--- config.mk ---
export PLATFORM = sky130hd
export DESIGN_NAME = pipe_stage_skid_reg_flat
export DESIGN_NICKNAME = d
export VERILOG_FILES = /design/src/rtl/pipe_stage_skid_reg_if.sv /design/src/rtl/pipe_stage_skid_reg.sv /design/src/flat_wrapper.sv
export SDC_FILE = /design/constraint.sdc
export NUM_CORES = 1
export LEC_CHECK = 0
export CORE_AREA = 3 3 116 118
export CTS_BUF_LIST = sky130_fd_sc_hd__clkbuf_8
export DETAILED_ROUTE_END_ITERATION = 8
export DIE_AREA = 0 0 119 121
export GPL_TIMING_DRIVEN = 0
export PLACE_DENSITY = 0.87
export SYNTH_ARGS = -nofsm -noshare
export SYNTH_HDL_FRONTEND = slang
export SYNTH_SLANG_ARGS = --single-unit
--- constraint.sdc ---
create_clock -name clk -period 12.95 [get_ports clk]
set_input_delay 1.295 -clock clk [delete_from_list [all_inputs] [get_ports clk]]
set_output_delay 1.295 -clock clk [all_outputs]
set_load 0.03 [all_outputs]
--- src/rtl/pipe_stage_skid_reg_if.sv ---
// Handshake bundle for one generic pipeline stage register.
// The slave side is the stage itself. The master side is the
// environment that drives the upstream beat, downstream ready and flush.
interface pipe_stage_skid_reg_if #(
    parameter int DATA_W      = 64,
    parameter int STALL_CNT_W = 16
);
    // Upstream beat
    logic                   in_valid;
    logic                   in_ready;
    logic [DATA_W-1:0]      in_data;
    logic                   in_pclr;

    // Downstream beat
    logic                   out_valid;
    logic                   out_ready;
    logic [DATA_W-1:0]      out_data;

    // Control and observability
    logic                   flush;
    logic [1:0]             occupancy;
    logic [STALL_CNT_W-1:0] stall_cnt;

    modport slave (
        input  in_valid, in_data, in_pclr, out_ready, flush,
        output in_ready, out_valid, out_data, occupancy, stall_cnt
    );

    modport master (
        output in_valid, in_data, in_pclr, out_ready, flush,
        input  in_ready, out_valid, out_data, occupancy, stall_cnt
    );
endinterface

--- src/rtl/pipe_stage_skid_reg.sv ---
// Generic inter-stage pipeline register with a valid/ready handshake and a
// one-entry skid buffer. Upstream ready is a pure decode of registered state,
// so it has no combinational path from out_ready. Flush kills the whole
// stage. A masked partial clear can zero selected payload bits on capture.
// A saturating counter records back-pressure cycles.
module pipe_stage_skid_reg #(
    parameter int DATA_W      = 64,
    parameter     CLR_MASK    = {DATA_W{1'b0}},
    parameter int STALL_CNT_W = 16
) (
    input  logic                         clk,
    input  logic                         rst,
    pipe_stage_skid_reg_if.slave         bus
);

    // A partial-clear mask that does not match the payload width is a
    // configuration error, not something to silently truncate or extend.
    if ($bits(CLR_MASK) != DATA_W) begin : g_bad_clr_mask
        $error("pipe_stage_skid_reg: CLR_MASK width must equal DATA_W");
    end

    localparam logic [DATA_W-1:0] CLR_MASK_V = CLR_MASK;

    // The occupancy count doubles as the state encoding:
    // main valid = not EMPTY, skid valid = TWO.
    typedef enum logic [1:0] {
        ST_EMPTY = 2'd0,
        ST_ONE   = 2'd1,
        ST_TWO   = 2'd2
    } state_t;

    state_t                 r_state;
    state_t                 w_state_nxt;
    logic [DATA_W-1:0]      r_main_data;
    logic [DATA_W-1:0]      r_skid_data;
    logic [DATA_W-1:0]      w_main_nxt;
    logic [DATA_W-1:0]      w_skid_nxt;
    logic [STALL_CNT_W-1:0] r_stall_cnt;

    logic                   w_main_valid;
    logic                   w_in_ready;
    logic                   w_in_fire;
    logic                   w_out_fire;
    logic                   w_stall;
    logic [DATA_W-1:0]      w_cap;

    // Handshake decode from registered state only
    assign w_main_valid = (r_state != ST_EMPTY);
    assign w_in_ready   = (r_state != ST_TWO);
    assign w_in_fire    = bus.in_valid & w_in_ready;
    assign w_out_fire   = w_main_valid & bus.out_ready;
    assign w_stall      = w_main_valid & ~bus.out_ready;

    // The partial clear applies only to the beat being captured now
    assign w_cap = bus.in_pclr ? (bus.in_data & ~CLR_MASK_V) : bus.in_data;

    // Next-state and next-payload selection; flush overrides every transition
    always_comb begin
        // NOTE: every output of this block gets a default first, so no path
        // leaves a value unassigned and no latch is inferred.
        w_state_nxt = r_state;
        w_main_nxt  = r_main_data;
        w_skid_nxt  = r_skid_data;

        if (bus.flush) begin
            w_state_nxt = ST_EMPTY;
            w_main_nxt  = '0;
            w_skid_nxt  = '0;
        end else begin
            case (r_state)
                ST_EMPTY: begin
                    if (w_in_fire) begin
                        w_main_nxt  = w_cap;
                        w_state_nxt = ST_ONE;
                    end
                end
                ST_ONE: begin
                    if (w_in_fire && w_out_fire) begin
                        // Pass-through: old main leaves, new beat replaces it
                        w_main_nxt = w_cap;
                    end else if (w_in_fire) begin
                        // Downstream stalled: park the new beat in the skid
                        w_skid_nxt  = w_cap;
                        w_state_nxt = ST_TWO;
                    end else if (w_out_fire) begin
                        w_main_nxt  = '0;
                        w_state_nxt = ST_EMPTY;
                    end
                end
                ST_TWO: begin
                    // in_ready is low here, so only the drain path exists
                    if (w_out_fire) begin
                        w_main_nxt  = r_skid_data;
                        w_skid_nxt  = '0;
                        w_state_nxt = ST_ONE;
                    end
                end
                default: begin
                    w_state_nxt = ST_EMPTY;
                    w_main_nxt  = '0;
                    w_skid_nxt  = '0;
                end
            endcase
        end
    end

    // State and payload registers
    always_ff @(posedge clk or posedge rst) begin
        // NOTE: the payload registers are reset as well as the valid state,
        // because an invalid entry must always read back as an all-zero bubble.
        if (rst) begin
            r_state     <= ST_EMPTY;
            r_main_data <= '0;
            r_skid_data <= '0;
        end else begin
            // NOTE: non-blocking assignments here, so every register samples
            // pre-edge values and the block order cannot change behaviour.
            r_state     <= w_state_nxt;
            r_main_data <= w_main_nxt;
            r_skid_data <= w_skid_nxt;
        end
    end

    // Saturating back-pressure counter; flush does not clear it, only rst does
    always_ff @(posedge clk or posedge rst) begin
        if (rst) begin
            r_stall_cnt <= '0;
        end else if (w_stall && (r_stall_cnt != '1)) begin
            r_stall_cnt <= r_stall_cnt + STALL_CNT_W'(1);
        end
    end

    assign bus.in_ready  = w_in_ready;
    assign bus.out_valid = w_main_valid;
    assign bus.out_data  = r_main_data;
    assign bus.occupancy = r_state;
    assign bus.stall_cnt = r_stall_cnt;

endmodule
--- src/flat_wrapper.sv ---
// flat-port wrapper written by rule: the top's interface ports become plain ports
module pipe_stage_skid_reg_flat 
#(
    parameter int DATA_W      = 64,
    parameter     CLR_MASK    = {DATA_W{1'b0}},
    parameter int STALL_CNT_W = 16
)
  (clk, rst, bus_in_valid, bus_in_data, bus_in_pclr, bus_out_ready, bus_flush, bus_in_ready, bus_out_valid, bus_out_data, bus_occupancy, bus_stall_cnt);
  pipe_stage_skid_reg_if #(.DATA_W(DATA_W), .STALL_CNT_W(STALL_CNT_W)) bus_i ();
  input  logic clk;
  input  logic rst;
  input wire logic [$bits(bus_i.in_valid)-1:0] bus_in_valid;
  input wire logic [$bits(bus_i.in_data)-1:0] bus_in_data;
  input wire logic [$bits(bus_i.in_pclr)-1:0] bus_in_pclr;
  input wire logic [$bits(bus_i.out_ready)-1:0] bus_out_ready;
  input wire logic [$bits(bus_i.flush)-1:0] bus_flush;
  output wire logic [$bits(bus_i.in_ready)-1:0] bus_in_ready;
  output wire logic [$bits(bus_i.out_valid)-1:0] bus_out_valid;
  output wire logic [$bits(bus_i.out_data)-1:0] bus_out_data;
  output wire logic [$bits(bus_i.occupancy)-1:0] bus_occupancy;
  output wire logic [$bits(bus_i.stall_cnt)-1:0] bus_stall_cnt;
  assign bus_i.in_valid = bus_in_valid;
  assign bus_i.in_data = bus_in_data;
  assign bus_i.in_pclr = bus_in_pclr;
  assign bus_i.out_ready = bus_out_ready;
  assign bus_i.flush = bus_flush;
  assign bus_in_ready = bus_i.in_ready;
  assign bus_out_valid = bus_i.out_valid;
  assign bus_out_data = bus_i.out_data;
  assign bus_occupancy = bus_i.occupancy;
  assign bus_stall_cnt = bus_i.stall_cnt;
  pipe_stage_skid_reg #(.DATA_W(DATA_W), .CLR_MASK(CLR_MASK), .STALL_CNT_W(STALL_CNT_W)) u_core (.clk(clk), .rst(rst), .bus(bus_i));
endmodule
### Word-level counts from Yosys, hierarchy flattened

Cells that the tools add are included.

* $add $sub $neg: 1
* reduce and logical (&&, ||, !) cells: 7
* muxes and demuxes: 17
* equality and inequality tests: 12
* bitwise logic cells: 4

Operator list (count)
* two-way mux 64 bit: 8
* one-hot mux 64 bit (3 select lines): 2
* adder 16 x 1 -> 16 bit (second input constant): 1
* != test 16 bit (second input constant): 1
* two-way mux 2 bit: 6
* AND reduction 4 bit: 3
* != test 3 x 2 -> 1 bit (second input constant): 3
* != test 4 x 2 -> 1 bit (second input constant): 2
* one-hot mux 2 bit (3 select lines): 1
* != test 2 bit (second input constant): 2
* != test 4 bit (second input constant): 1
* bitwise AND 1 bit: 3
* != test 3 bit (second input constant): 1
* equality test 2 x 1 -> 1 bit (second input constant): 1
* equality test 2 bit (second input constant): 1
* logical AND 1 bit: 2
* zero test 2 bit: 1
* nonzero test 2 bit: 1
* NOT 1 bit: 1

* register bits after elaboration: 146
* input bits: 70

### Logic depth before layout (Yosys ltp)

* depth after elaboration: 7
* mapped depth: 7
* depth with buffers taken out: 5

### Least setup slack after synthesis

Ideal clock, no wire load.

* path type: flip-flop to output port
* start: register u_core.r_state[0] (netlist: u_core.bus.occupancy[0])
* end: output bus_in_ready
* arrival time: 1.431 ns
* path buffers: 3
* slack: 10.224 ns
* cell stages (with the launch flop): 6
* cells stage by stage: dfrtp_1 > buf_6 > and2b_1 > buf_2 > buf_2 > inv_1

* cells in the longest elaborated chain, start to end: 1

Ends and longest elaborated chain
* start, declared: RTL line pipe_stage_skid_reg.sv:32 `state_t r_state;`
* start signal, assigned: RTL line pipe_stage_skid_reg.sv:118 `r_state <= w_state_nxt;`
* != test 2 bit: RTL line pipe_stage_skid_reg.sv:49 `assign w_in_ready = (r_state != ST_TWO);`
* end, declared: RTL line flat_wrapper.sv:17 `output wire logic [$bits(bus_i.in_ready)-1:0] bus_in_ready;`

Every way passes these cells.

### Final worst setup path

Ends and elaborated chain as after synthesis.

==> metrics.txt <==
# TYPE chip_impl_metric gauge
chip_impl_metric{name="global_route.usage.total",unit="%"} 24.62
chip_impl_info{name="startpoint_type",value="register"} 1
chip_impl_metric{name="required_time_at_the_worst_slack_endpoint",unit="ns"} 11.65
chip_impl_info{name="critPathMostFrequentCell",value="buf_2"} 1
chip_impl_metric{name="synth_top_area_share",unit="%"} 51.32
chip_impl_metric{name="clock_tree.htree_level_count",unit=""} 4
chip_impl_metric{name="timing.critical_path.buf_inv",unit=""} 5
chip_impl_metric{name="pin_count_of_the_biggest_net_entering_global_routing",unit=""} 75
chip_impl_metric{name="final_max_slew_viol_count",unit=""} 0
chip_impl_metric{name="final_period_minus_worst_setup_slack",unit="ns"} 3.871
chip_impl_metric{name="vias",unit=""} 5331
chip_impl_info{name="status",value="finished, final reports clean"} 1
chip_impl_metric{name="drt.antenna.violating_nets",unit=""} 0
chip_impl_metric{name="cts_post_setup_buffers_inserted",unit=""} 0
chip_impl_info{name="cpLargestDelayFamily",value="buffers and inverters"} 1
chip_impl_info{name="critical_setup_path_class",value="reg2out"} 1
chip_impl_metric{name="power.sequential.fraction",unit="%"} 44.3
chip_impl_metric{name="core-area",unit="sq mm"} 0.01257
chip_impl_metric{name="synth_edf_count",unit=""} 0
chip_impl_metric{name="area.growth.synth_to_final",unit="%"} 30.81
chip_impl_metric{name="grt_pass1_vias",unit=""} 5532
chip_impl_metric{name="route.detailed.wl_per_inst",unit="um"} 18.41
chip_impl_metric{name="aggregate_routed_wire_length",unit="mm"} 17.45
chip_impl_info{name="timing.critical_path.cells",value="buf_6 > and2b_1 > buf_2 > buf_2 > inv_1 > clkdlybuf4s50_1"} 1
chip_impl_metric{name="timing.final.setup_violations",unit=""} 0
chip_impl_metric{name="final.fill_count",unit=""} 822
chip_impl_info{name="clock_tree.root_cell",value="clkbuf_8"} 1
chip_impl_metric{name="synth_cells",unit=""} 594
chip_impl_info{name="endpoint_kind",value="output port"} 1
chip_impl_metric{name="diodes",unit=""} 0
chip_impl_metric{name="final_cell_area",unit="sq mm"} 0.009313
chip_impl_metric{name="initial_antenna_violation_count",unit=""} 0
chip_impl_metric{name="mappedNetlistNets",unit=""} 665
chip_impl_info{name="rsz_0062_raised_after_global_routing",value="no"} 1
chip_impl_metric{name="detail_route.iter0.violations",unit=""} 492
chip_impl_metric{name="finalClockSkew",unit="ns"} 0.01260
chip_impl_metric{name="ctsHoldBuffers",unit=""} 0
chip_impl_metric{name="ys_async_sr_fraction",unit="%"} 100.0
chip_impl_metric{name="design.die.area",unit="sq mm"} 0.01440
chip_impl_metric{name="power.clock.fraction",unit="%"} 33.9
chip_impl_metric{name="num_rows",unit=""} 41
chip_impl_metric{name="total_switching_power",unit="uW"} 341.6
chip_impl_info{name="layout_commonest_cell",value="clkdlybuf4s50_1"} 1
chip_impl_metric{name="clkLatencyLatePin",unit="ns"} 0.45
chip_impl_metric{name="rel_slew_slack",unit="%"} 55.09
chip_impl_metric{name="reg2reg_depth",unit=""} 6
chip_impl_metric{name="drive_above_1_share",unit="%"} 17.91
chip_impl_metric{name="floorplan.die.height",unit="um"} 121
chip_impl_metric{name="drv.max_cap_violation_count",unit=""} 0
chip_impl_info{name="most_used_cells_in_the_layout_excluding_fill_and_tap_cells",value="150 x clkdlybuf4s50_1, 146 x dfrtp_1, 71 x nand2_1, 70 x inv_1"} 1
chip_impl_metric{name="yosys_warnings",unit=""} 0
chip_impl_metric{name="drcViolationCount",unit=""} 0
chip_impl_info{name="cts_tree",value="built"} 1
chip_impl_metric{name="fin_setup_tns",unit="ns"} 0
chip_impl_metric{name="worstSetupPathDepth",unit=""} 6
chip_impl_metric{name="netlist_area",unit="sq mm"} 0.007119
chip_impl_metric{name="fmaxAchievable",unit="MHz"} 258.3
chip_impl_metric{name="port_buffers",unit=""} 150
chip_impl_metric{name="dpl.hpwl",unit="mm"} 12.05
chip_impl_metric{name="die_x",unit="um"} 119
chip_impl_info{name="hold_path_class",value="reg2reg"} 1
chip_impl_metric{name="cts-buffers-inserted",unit=""} 17
chip_impl_metric{name="finalCritPeriodShare",unit="%"} 29.89
chip_impl_info{name="synth.top_cells.by_area",value="dfrtp_1 51%, o2bb2ai_2 13%, mux2i_1 9.1%, a22oi_1 6.9%, nand2_1 3.7%"} 1
chip_impl_metric{name="synth.lib_cells_used.distinct",unit=""} 48
chip_impl_metric{name="worst_hold_path.num_cells",unit=""} 1
chip_impl_metric{name="dpl_cell_area",unit="sq mm"} 0.008869
chip_impl_metric{name="switching_share",unit="%"} 29.22
chip_impl_metric{name="worst_ir_drop_vdd",unit="mV"} 0.1160
chip_impl_info{name="cpMaxStageDelayCell",value="clkdlybuf4s50_1"} 1
chip_impl_metric{name="grt_overflow_total",unit=""} 0
chip_impl_metric{name="nets_final",unit=""} 835
chip_impl_metric{name="boundaryPins",unit=""} 154
chip_impl_metric{name="cts-resized-gates",unit=""} 0
chip_impl_metric{name="power_density",unit="mW/mm^2"} 125.5
chip_impl_metric{name="worst_slew_pin_slew",unit="ns"} 0.6737
chip_impl_metric{name="timing_hold_violations_final",unit=""} 0
chip_impl_metric{name="comb_power_share",unit="%"} 21.8
chip_impl_metric{name="maximum_single_stage_delay_on_the_critical_path",unit="ns"} 0.59
chip_impl_metric{name="syn_avg_cell_area",unit="sq um"} 11.99
chip_impl_metric{name="critPathArrivalTime",unit="ns"} 2.58
chip_impl_metric{name="ys_seq_elements",unit=""} 146
chip_impl_metric{name="firstDrtPassIters",unit=""} 5
chip_impl_metric{name="via_per_inst",unit=""} 5.623
chip_impl_metric{name="power.internal",unit="uW"} 827.2
chip_impl_metric{name="clk_path_buf_depth",unit=""} 2
chip_impl_metric{name="tritoncts_num_sinks",unit=""} 146
chip_impl_metric{name="path_clk_slew",unit="ns"} 0.07
chip_impl_metric{name="globalplace.congestion",unit=""} 0.8854
chip_impl_metric{name="grt_pass1_wl",unit="mm"} 28.26
chip_impl_metric{name="power.static_leakage",unit="nW"} 4.136
chip_impl_info{name="dominantRegCellSynth",value="dfrtp_1"} 1
chip_impl_metric{name="critical_path.max_fanout",unit=""} 10
chip_impl_metric{name="synth-seq-area-share",unit="%"} 51.32
chip_impl_metric{name="start_util",unit="%"} 56.65
chip_impl_info{name="yosys.area.top_type",value="dfrtp_1"} 1
-- power groups by stage --
| stage | Combinational [mW] | Sequential [mW] | Clock (mW) |
|---|---|---|---|
| floorplan | 0.110 | 0.566 | 0 |
| global placement | 0.247 | 0.524 | 0 |
| detailed placement | 0.255 | 0.526 | 0 |
| CTS | 0.257 | 0.518 | 0.401 |
| global route | 0.271 | 0.522 | 0.424 |
| finish | 0.255 | 0.518 | 0.396 |
-- cells in the mapped netlist, types with 2 or more instances --
cell and n:
nand4_1 4, inv_1 69, a22oi_1 65, nor2_1 6
xor2_1 9, buf_2 11, o2bb2ai_2 60, a21oi_1 4
nor2_4 2, nand3_1 5, buf_6 13, nor2b_1 2
nor3_1 6, mux2_2 2, dfrtp_1 146, o2bb2ai_1 4
clkbuf_4 2, nor3b_1 2, o21ai_0 3, nor4_1 3
clkbuf_1 10, buf_4 6, nand2_1 71, mux2i_1 65
-- through the flow --
stage | cells | hold WS, ns | util (%) | setup slack [ns] | power, mW
final | 948 | 0.5015 | 74.10 | 9.079 | 1.169
after global routing | 948 | 0.5158 | 74.10 | 8.956 | 1.217
after CTS | 948 | 0.5022 | 74.10 | 9.061 | 1.175
after detailed placement | 917 | 0.4805 | 70.56 | 9.577 | 0.7808
after global placement | 916 | 0.4715 | 70.30 | 5.979 | 0.7708
after floorplan | 594 | 0.4978 | - | 7.732 | 0.6754
-- per-layer routing --
metal / GRT usage (%) / vias up / routed length (um)
met5: 0 / - / 0
met4: 7.893 / 0 / 272
met3: 6.900 / 27 / 1161
met2: 40.62 / 194 / 8549
met1: 31.62 / 2671 / 7467
li1: - / 2439 / -
-- path summary, 6_finish.rpt --
path | startpoint | endpoint | slack (ns)
setup reg to reg | u_core.bus.occupancy[0]$_DFFE_PP0P_ | u_core.bus.out_data[3]$_DFFE_PP0P_ | 11.09
max in group asynchronous | rst | u_core.bus.out_data[38]$_DFFE_PP0P_ | 10.83
hold / removal | u_core.bus.out_data[61]$_DFFE_PP0P_ | u_core.bus.out_data[61]$_DFFE_PP0P_ | 0.50
min in group asynchronous | rst | u_core.bus.stall_cnt[0]$_DFFE_PP0P_ | 1.33
hold reg to reg | u_core.bus.out_data[61]$_DFFE_PP0P_ | u_core.bus.out_data[61]$_DFFE_PP0P_ | 0.50
setup / recovery | u_core.bus.occupancy[0]$_DFFE_PP0P_ | bus_in_ready | 9.08
-- layout make-up --
| class | instances | area [sq um] | area share [%] |
|---|---|---|---|
| multi-input cells | 336 | 2904 | 31.18 |
| inverters | 70 | 267.8 | 2.875 |
| plain buffers | 42 | 299.0 | 3.211 |
| clock inverters | 10 | 155.1 | 1.666 |
| well taps | 172 | 215.2 | 2.311 |
| flip-flops and latches | 146 | 3654 | 39.23 |
| repair buffers | 151 | 1529 | 16.42 |
| clock buffers | 21 | 289.0 | 3.104 |
-- registers in the layout, indices dropped and copies added, names as in the netlist --
| register | count |
|---|---|
| u_core.bus.out_data | 64 |
| u_core.r_skid_data | 64 |
| u_core.bus.stall_cnt | 16 |
| u_core.bus.occupancy | 2 |
-- kinds of logic after synthesis --
kind of cell               share of synthesized area, %
muxes                                             9.666
buffers and inverters                             7.891
DFF                                               51.32
adders and majority gates                        0.1757
and+or+nand+nor                                   7.891
xor gates and xnor gates                          1.459
AOI/OAI and AO/OA                                 21.60
(Power assumes the default switching activity.)
